### config.mk
export PLATFORM = sky130hd
export DESIGN_NAME = pll_reconfig_seq_flat
export DESIGN_NICKNAME = d
export VERILOG_FILES = /design/src/rtl/pll_reconfig_seq_pkg.sv /design/src/rtl/pll_reconfig_seq_if.sv /design/src/rtl/pll_reconfig_seq_sync.sv /design/src/rtl/pll_reconfig_seq.sv /design/src/flat_wrapper.sv
export SDC_FILE = /design/constraint.sdc
export NUM_CORES = 1
export LEC_CHECK = 0
export CAP_MARGIN = 20
export CORE_ASPECT_RATIO = 1.5
export CORE_MARGIN = 2
export CORE_UTILIZATION = 56
export DETAILED_ROUTE_END_ITERATION = 7
export PLACE_DENSITY = 0.85
export SLEW_MARGIN = 30
export SYNTH_ARGS = -nofsm -noshare
export SYNTH_HDL_FRONTEND = slang
export SYNTH_SLANG_ARGS = --single-unit
### constraint.sdc
create_clock -name clk -period 2 [get_ports clk]
set_input_delay 0.4 -clock clk [delete_from_list [all_inputs] [get_ports clk]]
set_output_delay 0.4 -clock clk [all_outputs]
set_load 0.01 [all_outputs]
### src/rtl/pll_reconfig_seq_pkg.sv
// Shared types and control-word layout for the PLL retune sequencer.
// The field offsets mirror map_top's decode of the PLL control word.
package pllSeq_pkg;
    typedef enum logic [3:0] {
        S_IDLE,
        S_DIS,
        S_SETTLE,
        S_EN,
        S_WAIT_LOCK,
        S_STABLE,
        S_LOCKED,
        S_RELOCK_WAIT,
        S_ERROR
    } state_t;

    typedef struct packed {
        logic [1:0] zsel;
        logic [9:0] ratio;
        logic [1:0] mdiv;
    } cfg_t;

    localparam logic [1:0] CTRL_ADDR_DEF = 2'd1;
    localparam int PLLEN_BIT = 0;
    localparam int MDIV_LSB  = 1;
    localparam int RATIO_LSB = 3;
    localparam int ZSEL_LSB  = 13;

    function automatic logic [15:0] pack_ctrl(input cfg_t c, input logic pllen);
        logic [15:0] w;
        w = '0;
        w[PLLEN_BIT]        = pllen;
        w[MDIV_LSB +: 2]    = c.mdiv;
        w[RATIO_LSB +: 10]  = c.ratio;
        w[ZSEL_LSB +: 2]    = c.zsel;
        return w;
    endfunction

    function automatic int max3(input int a, input int b, input int c);
        int m;
        m = (a > b) ? a : b;
        return (m > c) ? m : c;
    endfunction
endpackage

### src/rtl/pll_reconfig_seq_if.sv
// Retune request handshake plus the map_top write port.
interface pll_reconfig_seq_if;
    logic        req_valid;
    logic        req_ready;
    logic [9:0]  req_ratio;
    logic [1:0]  req_mdiv;
    logic [1:0]  req_zsel;
    logic        map_valid;
    logic [1:0]  map_address;
    logic [15:0] map_data;

    modport master (
        output req_valid, req_ratio, req_mdiv, req_zsel,
        input  req_ready, map_valid, map_address, map_data
    );
    modport slave (
        input  req_valid, req_ratio, req_mdiv, req_zsel,
        output req_ready, map_valid, map_address, map_data
    );
endinterface

### src/rtl/pll_reconfig_seq_sync.sv
// Two-flop synchronizer for signals arriving from another clock domain.
module sync_2ff #(
    parameter int W = 1
) (
    input  logic         clk,
    input  logic         rst,
    input  logic [W-1:0] d,
    output logic [W-1:0] q
);
    logic [W-1:0] meta;

    always_ff @(posedge clk) begin
        if (rst) begin
            meta <= '0;
            q    <= '0;
        end else begin
            meta <= d;
            q    <= meta;
        end
    end
endmodule

### src/rtl/pll_reconfig_seq.sv
// Turns one retune request into disable / program / enable writes to map_top,
// then qualifies ringpll lock with a stability window, timeout and retries.
module pll_reconfig_seq import pllSeq_pkg::*; #(
    parameter int         SETTLE_CYC   = 16,
    parameter int         LOCK_TIMEOUT = 4096,
    parameter int         STABLE_CYC   = 64,
    parameter int         MAX_RETRY    = 3,
    parameter logic [1:0] CTRL_ADDR    = CTRL_ADDR_DEF
) (
    input  logic                clk,
    input  logic                rst,
    pll_reconfig_seq_if.slave   bus,
    input  logic                pll_lock,
    output logic                busy,
    output logic                locked,
    output logic                err,
    output logic [1:0]          retry_cnt
);
    localparam int CW = $clog2(max3(SETTLE_CYC, LOCK_TIMEOUT, STABLE_CYC));
    localparam logic [CW-1:0] SETTLE_LD = CW'(SETTLE_CYC - 1);
    localparam logic [CW-1:0] TMO_LAST  = CW'(LOCK_TIMEOUT - 1);
    localparam logic [CW-1:0] STB_LAST  = CW'(STABLE_CYC - 1);
    localparam logic [1:0]    MAX_R     = 2'(MAX_RETRY);

    state_t        state, state_d;
    cfg_t          cfg;
    logic [CW-1:0] cnt, tmo_cnt;
    logic [1:0]    addr_q;
    logic [15:0]   data_q, word;
    logic          lock_s, accept, timeout;

    sync_2ff #(.W(1)) u_lock_sync (.clk(clk), .rst(rst), .d(pll_lock), .q(lock_s));

    assign accept  = bus.req_valid && bus.req_ready;
    assign timeout = !lock_s && (tmo_cnt == TMO_LAST);

    always_ff @(posedge clk) begin
        if (rst) state <= S_IDLE;
        else     state <= state_d;
    end

    always_comb begin
        state_d = state;
        unique case (state)
            S_IDLE, S_ERROR: if (accept) state_d = S_DIS;
            S_LOCKED: begin
                // A new request beats a simultaneous lock drop.
                if (accept)       state_d = S_DIS;
                else if (!lock_s) state_d = S_RELOCK_WAIT;
            end
            S_RELOCK_WAIT: begin
                if (accept)                       state_d = S_DIS;
                else if (lock_s && cnt == STB_LAST) state_d = S_LOCKED;
            end
            S_DIS:    state_d = S_SETTLE;
            S_SETTLE: if (cnt == '0) state_d = S_EN;
            S_EN:     state_d = S_WAIT_LOCK;
            S_WAIT_LOCK: begin
                if (lock_s)       state_d = S_STABLE;
                else if (timeout) state_d = (retry_cnt < MAX_R) ? S_DIS : S_ERROR;
            end
            S_STABLE: begin
                if (!lock_s)             state_d = S_WAIT_LOCK;
                else if (cnt == STB_LAST) state_d = S_LOCKED;
            end
            default: state_d = S_IDLE;
        endcase
    end

    always_comb begin
        word            = pack_ctrl(cfg, state == S_EN);
        bus.map_valid   = (state == S_DIS) || (state == S_EN);
        bus.map_address = bus.map_valid ? CTRL_ADDR : addr_q;
        bus.map_data    = bus.map_valid ? word : data_q;
        bus.req_ready   = state inside {S_IDLE, S_LOCKED, S_ERROR, S_RELOCK_WAIT};
        busy            = state inside {S_DIS, S_SETTLE, S_EN, S_WAIT_LOCK, S_STABLE};
        locked          = (state == S_LOCKED);
    end

    always_ff @(posedge clk) begin
        if (rst) begin
            cfg       <= '0;
            cnt       <= '0;
            tmo_cnt   <= '0;
            retry_cnt <= '0;
            err       <= 1'b0;
            addr_q    <= '0;
            data_q    <= '0;
        end else begin
            if (accept) begin
                cfg.ratio <= bus.req_ratio;
                cfg.mdiv  <= bus.req_mdiv;
                cfg.zsel  <= bus.req_zsel;
                retry_cnt <= '0;
                err       <= 1'b0;
            end
            if (bus.map_valid) begin
                addr_q <= CTRL_ADDR;
                data_q <= word;
            end
            case (state)
                S_DIS:    cnt <= SETTLE_LD;
                S_SETTLE: if (cnt != '0) cnt <= cnt - 1'b1;
                S_EN:     tmo_cnt <= '0;
                S_WAIT_LOCK: begin
                    // tmo_cnt survives STABLE excursions so lock time stays bounded.
                    cnt <= '0;
                    if (timeout) begin
                        if (retry_cnt < MAX_R) retry_cnt <= retry_cnt + 2'd1;
                        else                   err <= 1'b1;
                    end else if (tmo_cnt != TMO_LAST) begin
                        tmo_cnt <= tmo_cnt + 1'b1;
                    end
                end
                S_STABLE, S_RELOCK_WAIT: cnt <= lock_s ? cnt + 1'b1 : '0;
                S_LOCKED: cnt <= '0;
                default: ;
            endcase
        end
    end
endmodule
### src/flat_wrapper.sv
// flat-port wrapper written by rule: the top's interface ports become plain ports
module pll_reconfig_seq_flat import pllSeq_pkg::*;
#(
    parameter int         SETTLE_CYC   = 16,
    parameter int         LOCK_TIMEOUT = 4096,
    parameter int         STABLE_CYC   = 64,
    parameter int         MAX_RETRY    = 3,
    parameter logic [1:0] CTRL_ADDR    = CTRL_ADDR_DEF
)
  (clk, rst, pll_lock, busy, locked, err, retry_cnt, bus_req_valid, bus_req_ratio, bus_req_mdiv, bus_req_zsel, bus_req_ready, bus_map_valid, bus_map_address, bus_map_data);
  pll_reconfig_seq_if bus_i ();
  input  logic clk;
  input  logic rst;
  input  logic pll_lock;
  output logic busy;
  output logic locked;
  output logic err;
  output logic [1:0] retry_cnt;
  input wire logic [$bits(bus_i.req_valid)-1:0] bus_req_valid;
  input wire logic [$bits(bus_i.req_ratio)-1:0] bus_req_ratio;
  input wire logic [$bits(bus_i.req_mdiv)-1:0] bus_req_mdiv;
  input wire logic [$bits(bus_i.req_zsel)-1:0] bus_req_zsel;
  output wire logic [$bits(bus_i.req_ready)-1:0] bus_req_ready;
  output wire logic [$bits(bus_i.map_valid)-1:0] bus_map_valid;
  output wire logic [$bits(bus_i.map_address)-1:0] bus_map_address;
  output wire logic [$bits(bus_i.map_data)-1:0] bus_map_data;
  assign bus_i.req_valid = bus_req_valid;
  assign bus_i.req_ratio = bus_req_ratio;
  assign bus_i.req_mdiv = bus_req_mdiv;
  assign bus_i.req_zsel = bus_req_zsel;
  assign bus_req_ready = bus_i.req_ready;
  assign bus_map_valid = bus_i.map_valid;
  assign bus_map_address = bus_i.map_address;
  assign bus_map_data = bus_i.map_data;
  pll_reconfig_seq #(.SETTLE_CYC(SETTLE_CYC), .LOCK_TIMEOUT(LOCK_TIMEOUT), .STABLE_CYC(STABLE_CYC), .MAX_RETRY(MAX_RETRY), .CTRL_ADDR(CTRL_ADDR)) u_core (.clk(clk), .rst(rst), .bus(bus_i), .pll_lock(pll_lock), .busy(busy), .locked(locked), .err(err), .retry_cnt(retry_cnt));
endmodule
# Word level (Yosys, flattened, before mapping)
# Index checks and enable logic that the tools add are counted.
# word_totals
reg_bits,65
out_inout_bits,25
inputBits,18
elab_cells,83
# op_classes
n_addsub,4
mux,28
order_cmp,1
n_reduce_logical,18
eq_ne,20
# ops
op,n
$mux W12,4
$pmux W12 S4,1
$mux W4,11
$pmux W4 S8,1
$add A12 B1 Y12 const B,2
$pmux W12 S2,1
$eq A4 B3 Y1 const B,4
$mux W16,1
$eq A12 B12 Y1 const B,1
$eq A12 B6 Y1 const B,1
$logic_not A12 Y1,1
$ne A12 B12 Y1 const B,1
$reduce_bool A12 Y1,1
$sub A12 B1 Y12 const B,1
$mux W2,5
$ne A3 B2 Y1 const B,3
$eq A4 B2 Y1 const B,2
$reduce_bool A4 Y1,2
$ne A2 B2 Y1 const B,3
$reduce_and A6 Y1,1
$reduce_or A2 Y1,3
$reduce_bool A5 Y1,1
$eq A4 B1 Y1 const B,1
$eq A4 B4 Y1 const B,1
other kinds (12),18

# Longest topological paths before layout
# Gate-level depths: netlist (run 1).
# depth
word_depth,7
ltp_mapped,7
ltp_nobuf,6

# Modules after synthesis
# Synthesis (run 1) repeated with hierarchy kept, for this count alone.
# unflattened
cells_unflattened,388
hier_area_um2,3422.0
# modules_own_cells
mod,seq_area_each_um2,area_per_inst_um2,cells_per_inst,instances
pll_reconfig_seq,1261.2,3369.5,384,1
sync_2ff,40.0,52.6,4,1

# Worst setup path after synthesis (run 1)
# No wires, ideal clock.
# synth_path
path_kind,register to output
from,register u_core.state[0]
to,output bus_map_data[10]
path_stages_with_launch,5
setup_slack_ns,0.139
path_buffers,2
required_time_ns,1.600
arrival_time_ns,1.461
cell_sequence,dfxtp_1 buf_2 nor3b_2 clkbuf_1 mux2_2
# synth_via
elab_chain_len,3
word_cells_on_any_way,4
cone_classes,eq/ne: 2; mux: 1; reduce/logical: 1
# synth_lines
item,line,text
start: declaration,pll_reconfig_seq.sv:25,"state_t state, state_d;"
start signal: assignment,pll_reconfig_seq.sv:39,else state <= state_d;
$eq A4 B1 Y1 / $eq A4 B2 Y1 (equally long branches),pll_reconfig_seq.sv:72,bus.map_valid = (state == S_DIS) || (state == S_EN);
$logic_or A1 B1 Y1 *,pll_reconfig_seq.sv:72,
net bus_map_valid,flat_wrapper.sv:24,output wire logic [$bits(bus_i.map_valid)-1:0] bus_map_valid;
$mux W16 *,pll_reconfig_seq.sv:74,bus.map_data = bus.map_valid ? word : data_q;
end: declaration,flat_wrapper.sv:26,output wire logic [$bits(bus_i.map_data)-1:0] bus_map_data;
# Mark *: on every way through the listed nets, which the timed path passes. The rest lies on a longest branch.

# Final worst setup path (run 1)
# layout_path
from,register u_core.state[0]
to,output bus_map_data[3]
# layout_via
elab_chain_len,3
word_cells_on_any_way,4
cone_classes,eq/ne: 2; mux: 1; reduce/logical: 1
# layout_lines
item,line
$eq A4 B1 Y1 / $eq A4 B2 Y1 (equally long branches),pll_reconfig_seq.sv:72
$logic_or A1 B1 Y1 *,pll_reconfig_seq.sv:72
$mux W16 *,pll_reconfig_seq.sv:74
# Mark *: on every way between the ends. The rest lies on a longest branch, timed or not.

==> results of run 1 <==
cell families after synthesis:
logic type      after synthesis  share of synthesized area
simple gates                159                     0.2717
compound gates               84                     0.1641
flops                        65                     0.3670
buf+inv                      41                    0.05222
mux                          36                     0.1076
xor+xnor                      8                    0.01976
fa+ha+maj                     5                    0.01764
area by class of cell:
class                           count  share of cell area
Multi-Input combinational cell    293              0.4631
Tap cell                           74             0.01967
Clock inverter                      6             0.01090
Inverter                            8            0.006380
Sequential cell                    65              0.2780
Clock buffer                       10             0.02711
Timing Repair Buffer               93              0.1948
worst max-delay path by stage:
stage	start	to	slack, ns	cells after the start
6_report	u_core.state[0]	bus_map_data[3]	-0.24	6
5_1_grt	u_core.state[0]	bus_map_data[3]	-0.24	6
4_1_cts	u_core.state[2]	bus_map_data[9]	-0.13	6
3_5_place_dp	bus_req_valid	u_core.state[0]	-0.03	5
3_3_place_gp	bus_req_valid	u_core.state[0]	-0.001	5
2_1_floorplan	u_core.state[0]	bus_map_data[10]	0.14	4
cells in the final DEF (no fill, tap or decap), types with 5 or more instances in the layout:
| cell | count |
|---|---|
| a21oi_1 | 28 |
| and2_1 | 23 |
| and4_1 | 5 |
| buf_4 | 40 |
| buf_6 | 20 |
| clkbuf_8 | 9 |
| clkdlybuf4s50_1 | 20 |
| dfxtp_1 | 61 |
| dlygate4sd2_1 | 5 |
| ha_1 | 5 |
| inv_1 | 8 |
| mux2_4 | 14 |
| mux2i_1 | 18 |
| nand2_1 | 25 |
| nand3_1 | 15 |
| nand4_1 | 8 |
| nand4b_1 | 6 |
| nor2_1 | 29 |
| nor2b_1 | 6 |
| o21ai_0 | 6 |
| or2_2 | 6 |
| xor2_1 | 6 |
sequential cells by signal, summed over array words and instances (netlist names):
register,count
u_core.addr_q,2
u_core.cfg,14
u_core.cnt,12
u_core.data_q,16
u_core.err,1
u_core.retry_cnt,2
u_core.state,4
u_core.tmo_cnt,12
u_core.u_lock_sync.meta,1
u_core.u_lock_sync.q,1
timing repair:
item,4_1_cts,5_1_grt
setup buffers,9,6
setup endpoints to repair,24,36
resized for setup,116,16
pin swaps,1,2
gates cloned,3,1
metal layers:
layer  vias up  wire, um  part of all wire
met5         -         0                 0
met1      1719      4382              0.37
met2       222      6108              0.51
li1       1595         -                 -
met4         0       743             0.062
met3        74       685             0.057
per-stage QoR:
stage          setup WS (ns)  total power [mW]
6_report             -0.2422             5.767
5_1_grt              -0.2366             5.989
4_1_cts              -0.1266             5.362
3_5_place_dp        -0.03146             3.963
3_3_place_gp       -0.001172             3.893
2_1_floorplan         0.1386             3.100
report_power, final:
part	total [mW]	switching (mW)	internal (mW)
Clock	1.05	0.578	0.467
Sequential	1.63	0.168	1.46
Combinational	3.09	1.60	1.49
worst max-delay path, delay by kind of cell (launching register included):
| family | cells | cell delay (ns) |
|---|---|---|
| flops | 1 | 0.37 |
| simple gates | 1 | 0.27 |
| mux | 1 | 0.32 |
| buf+inv | 4 | 0.53 |
==> out/results.ini, run 1 <==
[outcome]
outcome=finished, violations left
violations=setup timing

[yosys]
synth_top_area_share=0.3670
ys.flop_type=dfxtp_1
yosys.area.top_type=dfxtp_1
synthTopCellsByArea=dfxtp_1, mux2i_1, mux2_2, a21oi_1, and2_1
ys_seq_area_frac=0.3670
yosysMostFrequentCell=dfxtp_1
async_flop_share=0
synthesis.nets=421
synth_area_mm2=0.003546
ys_types=69
synth-seq-cells=65
syn_inst=398
yosysWarnings=0
synth.avg_cell_area_um2=8.909
synth_edf_count=0
ys_top_cells_by_count=dfxtp_1, a21oi_1, nor2_1, nand2_1, and2_1

[pwr]
cellLeakagePower_nw=1.941
peakVddDrop_v=0.0009729
p_per_area_mw_per_mm2=1225

[sta]
relSlewSlack=0.4996
fmax_mhz=446.0
timing.hold.ws_ns=0.4659
hold_violations=0
rsz0062_at_grt=yes
fin_tns_setup_ns=-2.804
finalCritPeriodShare=1.121
worstMarginPinSlew_ns=0.7490
clock_skew_ns=0.007929
drv_slew=0
period_minus_slack_ns=2.242
setup-violations-final=23
fin_ws_ns=-0.2422

[placement]
hpwlAfterDp_um=6250
place_congestion=0.9230
dp.cells=515
placement.io_buffers=42
placedInstanceArea_mm2=0.004172

[critical_path]
crit_type=reg2out
r2r-end=u_core.state[1]
r2r_cells=7
r2r-start=u_core.state[2]
path_common_cell=buf_6
cp_cell_sequence=nor3b_4, buf_6, buf_12, buf_6, mux2_4, buf_6
crit_fanout=6
slowest_stage=dfxtp_2
cp.required_ns=1.60
arrival_ns=1.84
cpPeakStageDelay_ns=0.37
start_kind=register
end_kind=primary output
reg2reg_slack_ns=-0.10

[hold_path]
min_from=u_core.u_lock_sync.meta
holdPathStages=1
hold_class=reg2reg
min_to=u_core.u_lock_sync.q

[grt]
use_met2=0.5695
top_usage_layer=met2
grt_max_degree=24
globalRouteMet1Util=0.3547
met3_usage=0.06333
overflow=0
grt_util_all_layers=0.3309
antenna_found_initial=0
grt_pass1_wl_um=17140
first_global_vias=3584

[final_layout]
antennaDiodeCount=0
final_cell_area_mm2=0.004707
nets=493
drive_above_1_share=0.2800
fin_cells=549
area_delta_synth_final_pct=32.75
seq_area_mm2=0.001309
multi_input_area_mm2=0.002180
nFillCells=377
utilization=0.7678

[cts]
cts_tree=done
cts.path.max_buffers=2
root_buffer=clkbuf_8
htree_levels=3
clock_latency_ns=0.35
numClockSinks=65
numCtsBuffers=9
hold_buffers=0
cts.clk_slew.worst_paths_ns=0.08

[die]
core_area_mm2=0.006131
die_w_um=68.97
ios=43
initial_core_util=0.5784
die_h_um=101.5
fp-row-count=35
dieArea_mm2=0.006997

[routing]
first_pass_iters=5
drc=0
antenna_left=0
wl_per_cell_um=21.71
initialDrtViolationCount=287
postRouteWirelength_um=11920
via_count=3610
viasPerCell=6.576

[job]
drv_cap=0

No activity file was read; power rests on OpenSTA's default activity.
==> run 2: changes to the inputs <==
==> constraint.sdc (replaced) <==
create_clock -name clk -period 2.3 [get_ports clk]
set_input_delay 0.46 -clock clk [delete_from_list [all_inputs] [get_ports clk]]
set_output_delay 0.46 -clock clk [all_outputs]
set_load 0.005 [all_outputs]
==> run 2 against run 1 <==
The run now ends clean. Clock power decreased by 7%. Worst hold slack got worse by 0.023 ns. Clock skew increased by 0.00083 ns. Global-route usage decreased by 4.6 points. Design area decreased by 8.3%. Largest cell class unchanged.
==> out/results.ini, run 2 (synthesis results as in run 1) <==
[final_layout]
drive_above_1_share=0.1847
seq_area_mm2=0.001306
layout_commonest_cell=dfxtp_1
largest-register=u_core.data_q
mostFrequentLayoutCells=dfxtp_1, a21oi_1, nor2_1
antennaDiodeCount=0
multi_input_area_mm2=0.002088
nFillCells=462
reg_top3=u_core.data_q x16, u_core.cfg x14
area_delta_synth_final_pct=21.70
fin_cells=518
nets=462
largest_reg_flops=16

[critical_path]
reg2reg_slack_ns=0.25
slowest_stage=clkdlybuf4s50_1
cp.required_ns=1.84
r2r-end=u_core.state[1]
path_delay_family=buffers and inverters
end_kind=primary output
path_buf_inv=4
cp_cell_sequence=nor3b_4, buf_6, buf_16, buf_4, clkdlybuf4s50_1
r2r-start=u_core.cnt[6]
r2r_cells=5
cpPeakStageDelay_ns=0.50
crit_type=reg2out
arrival_ns=1.83
crit_fanout=6
start_kind=register

[cts]
hold_buffers=0
cts.path.max_buffers=2
cts_tree=done
htree_levels=3
numClockSinks=65
cts.clk_slew.worst_paths_ns=0.07
root_buffer=clkbuf_8
clock_latency_ns=0.35
numCtsBuffers=9

[grt]
grt_max_degree=24
first_global_vias=3225
grt_util_all_layers=0.2846
grt_pass1_wl_um=14970
antenna_found_initial=0
overflow=0

[hold_path]
holdPathStages=1
min_to=u_core.u_lock_sync.q
hold_class=reg2reg
min_from=u_core.u_lock_sync.meta

[routing]
viasPerCell=6.224
initialDrtViolationCount=239
via_count=3224
wl_per_cell_um=17.43
antenna_left=0
drc=0
first_pass_iters=5
postRouteWirelength_um=9028

[sta]
worstMarginPinSlew_ns=0.6287
drv_slew=0
finalCritPeriodShare=0.9968
setup-violations-final=0
period_minus_slack_ns=2.293
fmax_mhz=436.2
relSlewSlack=0.5809
fin_tns_setup_ns=0
clock_skew_ns=0.008759
rsz0062_at_grt=yes
hold_violations=0

[job]
drv_cap=0

[placement]
hpwlAfterDp_um=6082
dp.cells=497
place_congestion=0.8951
placement.io_buffers=42

[die]
dieArea_mm2=0.006997
fp-row-count=35
die_w_um=68.97
die_h_um=101.5
core_area_mm2=0.006131
ios=43
initial_core_util=0.5784

[pwr]
p_seq_frac=0.324
peakVddDrop_v=0.0006416
internal_power_mw=2.710
p_per_area_mw_per_mm2=1015
netSwitchingPower_mw=1.671
power_frac_comb=0.452
swShare=0.3814
cellLeakagePower_nw=1.755
pwr-share-clk=0.224
p_total_mw=4.380

[outcome]
outcome=finished clean

-- run 2: cell types whose count changed in the layout (fill, tap and decap cells not counted), moves of 2 or more --
cell             before  now
buf_4                40   16
buf_6                20    1
mux2_2                1   14
mux2_4               14    1
dlygate4sd2_1         5   17
clkdlybuf4s50_1      20   24
a21oi_2               4    2
buf_16                3    1
inv_6                 3    1
nor3_2                2    0
-- run 2: worst max-delay path by stage --
stage	endpoint	slack [ns]	cells after the start	startpoint
global placement	u_core.state[0]	0.24	5	bus_req_valid
global route	bus_map_valid	-0.06	5	u_core.state[2]
detailed placement	bus_map_data[14]	0.21	4	u_core.state[0]
CTS	bus_map_valid	-0.003	5	u_core.state[3]
finish	bus_map_valid	0.007	5	u_core.state[2]
floorplan	bus_map_data[10]	0.44	4	u_core.state[0]
-- run 2: routing by layer --
metal  GRT usage  up-vias  share of wire  wire [um]
li1            -     1530              -          -
met1      0.3049     1540           0.38       3417
met2      0.5126      128           0.55       4960
met3     0.07111       26          0.050        451
met4      0.1207        0          0.022        199
met5           0        -              0          0
-- run 2: cell type report --
class,instances,area share
repair buffers,63,0.1398
inverters,8,0.006959
multi-input cells,292,0.4839
clock inverters,6,0.01566
flip-flops and latches,65,0.3027
well taps,74,0.02146
clock buffers,10,0.02957
-- run 2: repair_timing --
| action | 4_1_cts | 5_1_grt |
|---|---|---|
| gates resized for setup | 32 | 5 |
| pin swaps | 0 | 2 |
| buffers inserted | 4 | 0 |
| endpoints found under the hold margin | 0 | 0 |
| gates cloned | 1 | 0 |
| setup endpoints to repair | 18 | 9 |
-- run 2: per-stage QoR --
step / setup slack, ns / instance area [um^2] / hold WS (ns) / utilization
global route: -0.06234 / 4315 / 0.4563 / 0.7039
CTS: -0.003396 / 4297 / 0.4450 / 0.7008
global placement: 0.2357 / 4036 / 0.4223 / 0.6584
finish: 0.007414 / 4315 / 0.4424 / 0.7039
floorplan: 0.4442 / 3546 / 0.4138 / -
detailed placement: 0.2113 / 4036 / 0.4301 / 0.6584
-- run 2: power groups by stage --
stage	Sequential (mW)	Clock (mW)	Combinational, mW
4_1_cts	1.41	0.988	1.93
6_report	1.42	0.979	1.98
2_1_floorplan	1.34	0	1.31
5_1_grt	1.44	1.04	2.14
3_5_place_dp	1.43	0	1.83
3_3_place_gp	1.41	0	1.79
==> run 3: changes to the inputs <==
- ABC_AREA: unset -> 1
- CTS_CLUSTER_DIAMETER: unset -> 120
- PLACE_DENSITY: 0.85 -> 0.91
==> run 3 against run 2 <==
The run now ends with setup timing left. Flip-flop and latch count unchanged. Clock skew is essentially flat. Worst setup slack worse by 0.35 ns. Count of clock-buffer cells in the layout is 1 lower. Sequential power grew 15%. Via count up 29%. First-iteration DRC count increased by 120%. Cell count increased by 30%. Global-route usage fell by 0.34 points. Combinational power grew 62%. Routed wire length is 36% higher. Critical path type unchanged. Critical endpoint is now busy.
==> out/results.ini, run 3 <==
[placement]
hpwlAfterDp_um=6581
placement.io_buffers=42
place_congestion=0.9451
placedInstanceArea_mm2=0.004064

[grt]
first_global_vias=3665
grt_util_all_layers=0.2812
antenna_found_initial=0
grt_max_degree=36
grt_pass1_wl_um=16010
overflow=0

[final_layout]
final_cell_area_mm2=0.004568
largest_reg_flops=16
mostFrequentLayoutCells=nand2_1, nor2_1, dfxtp_1
nets=618
reg_top3=u_core.data_q x16, u_core.cfg x14
antennaDiodeCount=0
largest-register=u_core.data_q
drive_above_1_share=0.1783
layout_commonest_cell=nand2_1
area_delta_synth_final_pct=26.07

[routing]
wl_met2_um=6260
drc=0
via_count=4148
met1_length_um=4056
antenna_left=0
first_pass_iters=5
dr.max_layer_used=met4
viasPerCell=6.154
wl_per_cell_um=18.16
wl_met3_um=1082
postRouteWirelength_um=12240
initialDrtViolationCount=535

[critical_path]
r2r_cells=10
arrival_ns=2.18
start_kind=register
reg2reg_slack_ns=0.19
cp.required_ns=1.84
r2r-end=u_core.cnt[1]
end_kind=primary output
r2r-start=u_core.state[1]
crit_type=reg2out
crit_fanout=2

[cts]
cts_tree=done
clock_latency_ns=0.36
numCtsBuffers=9
numClockSinks=65
htree_levels=3
hold_buffers=0
root_buffer=clkbuf_8
cts.clk_slew.worst_paths_ns=0.08
cts.path.max_buffers=2

[yosys]
ys_top_cells_by_count=nand2_1, nor2_1, dfxtp_1, inv_1, nand3_1
yosys.area.top_type=dfxtp_1
synth_top_family_by_area=simple AND/OR/NAND/NOR gates
synth_area_mm2=0.003623
yosysWarnings=0
synthesis.nets=563
synth-seq-cells=65
synth_top_area_share=0.3591
synth_simple_gate_area_frac=0.3857
yosysMostFrequentCell=nand2_1
synth-xor-area-share=0.002417
ys.flop_type=dfxtp_1
ys_seq_area_frac=0.3591
synth_edf_count=0
synth_compound_area_frac=0.1316
synth.avg_cell_area_um2=6.710
muxShareOfSynthArea=0
yosys.area_share.adder=0.01727
syn_inst=540
ys_types=40
synthTopCellsByArea=dfxtp_1, nand2_1, nor2_1, inv_1, nand3_1
async_flop_share=0

[die]
initial_core_util=0.5827
dieArea_mm2=0.007143
ios=43
fp-row-count=35
die_w_um=69.68
core_area_mm2=0.006218
die_h_um=102.5

[sta]
period_minus_slack_ns=2.638
relSlewSlack=0.5162
fin_tns_setup_ns=-0.7872
drv_slew=0
finalCritPeriodShare=1.147
fmax_mhz=379.1
rsz0062_at_grt=yes
worstMarginPinSlew_ns=0.7249
fin_ws_ns=-0.3380
setup-violations-final=9
hold_violations=0
clock_skew_ns=0.008428

[hold_path]
min_to=u_core.u_lock_sync.q
holdPathStages=2
hold_class=reg2reg
min_from=u_core.u_lock_sync.meta

[outcome]
outcome=finished, violations left
violations=setup timing

[pwr]
cellLeakagePower_nw=2.191
peakVddDrop_v=0.001096
p_per_area_mw_per_mm2=1313

[job]
drv_cap=0

==> run 3: cells by family (layout without fill, tap and decap cells) <==
logic type | after synthesis | in the layout
flops | 65 | 65
compound gates | 90 | 90
fa+ha+maj | 5 | 5
xor+xnor | 1 | 1
simple gates | 295 | 295
buf+inv | 84 | 144
==> run 3: how the worst max path moves through the flow <==
stage / from / slack (ns) / endpoint
finish: u_core.state[2] / -0.34 / busy
global route: u_core.state[2] / -0.34 / busy
CTS: u_core.state[2] / -0.09 / bus_map_data[11]
detailed placement: u_core.state[2] / 0.08 / bus_map_data[14]
global placement: u_core.state[3] / 0.20 / bus_map_data[6]
floorplan: u_core.state[3] / 0.65 / bus_map_data[10]
==> run 3: layout make-up <==
class / instances / area (um^2)
multi-input cells: 391 / 2061
fillers: 416 / 1650
flip-flops and latches: 65 / 1306
repair buffers: 60 / 614.3
inverters: 68 / 269.0
clock buffers: 9 / 123.9
clock inverters: 7 / 101.3
well taps: 74 / 92.59
==> run 3: worst max-delay path, stage by stage, from the launching register on <==
cell and delay [ns]:
dfxtp_2 0.35, buf_4 0.15, nor2_1 0.22, nand2_1 0.22
nand2_1 0.18, nor2_1 0.07, nand3_1 0.09, clkdlybuf4s50_1 0.55
==> run 3: power by group <==
group	total, mW	internal (mW)	leakage, nW	switching, mW
clock network	1.15	0.622	0.112	0.525
registers	1.64	1.40	0.533	0.241
logic	3.21	1.33	1.55	1.88
==> run 3: repair_timing <==
item / in CTS / in global routing
pin swaps: 2 / 1
resized for setup: 26 / 38
cloned: 0 / 1
buffers inserted: 4 / 7
endpoints found under the setup margin: 17 / 16
==> run 3: metrics by stage <==
| stage | instances | hold WS, ns | total power, mW | util | setup slack, ns |
|---|---|---|---|---|---|
| 2_1_floorplan | 540 | 0.3883 | 3.228 | - | 0.6455 |
| 3_3_place_gp | 646 | 0.3917 | 4.024 | 0.6535 | 0.2044 |
| 3_5_place_dp | 646 | 0.4035 | 4.097 | 0.6535 | 0.08153 |
| 4_1_cts | 666 | 0.4142 | 5.393 | 0.7052 | -0.09231 |
| 5_1_grt | 674 | 0.4551 | 6.246 | 0.7346 | -0.3413 |
| 6_report | 674 | 0.4620 | 5.996 | 0.7346 | -0.3380 |
==> run 3: per-layer routing <==
metal  track usage  vias up
met4        0.1598        0
met2        0.5488      335
li1              -     1832
met5             0        -
met3       0.06452       97
met1        0.2703     1884
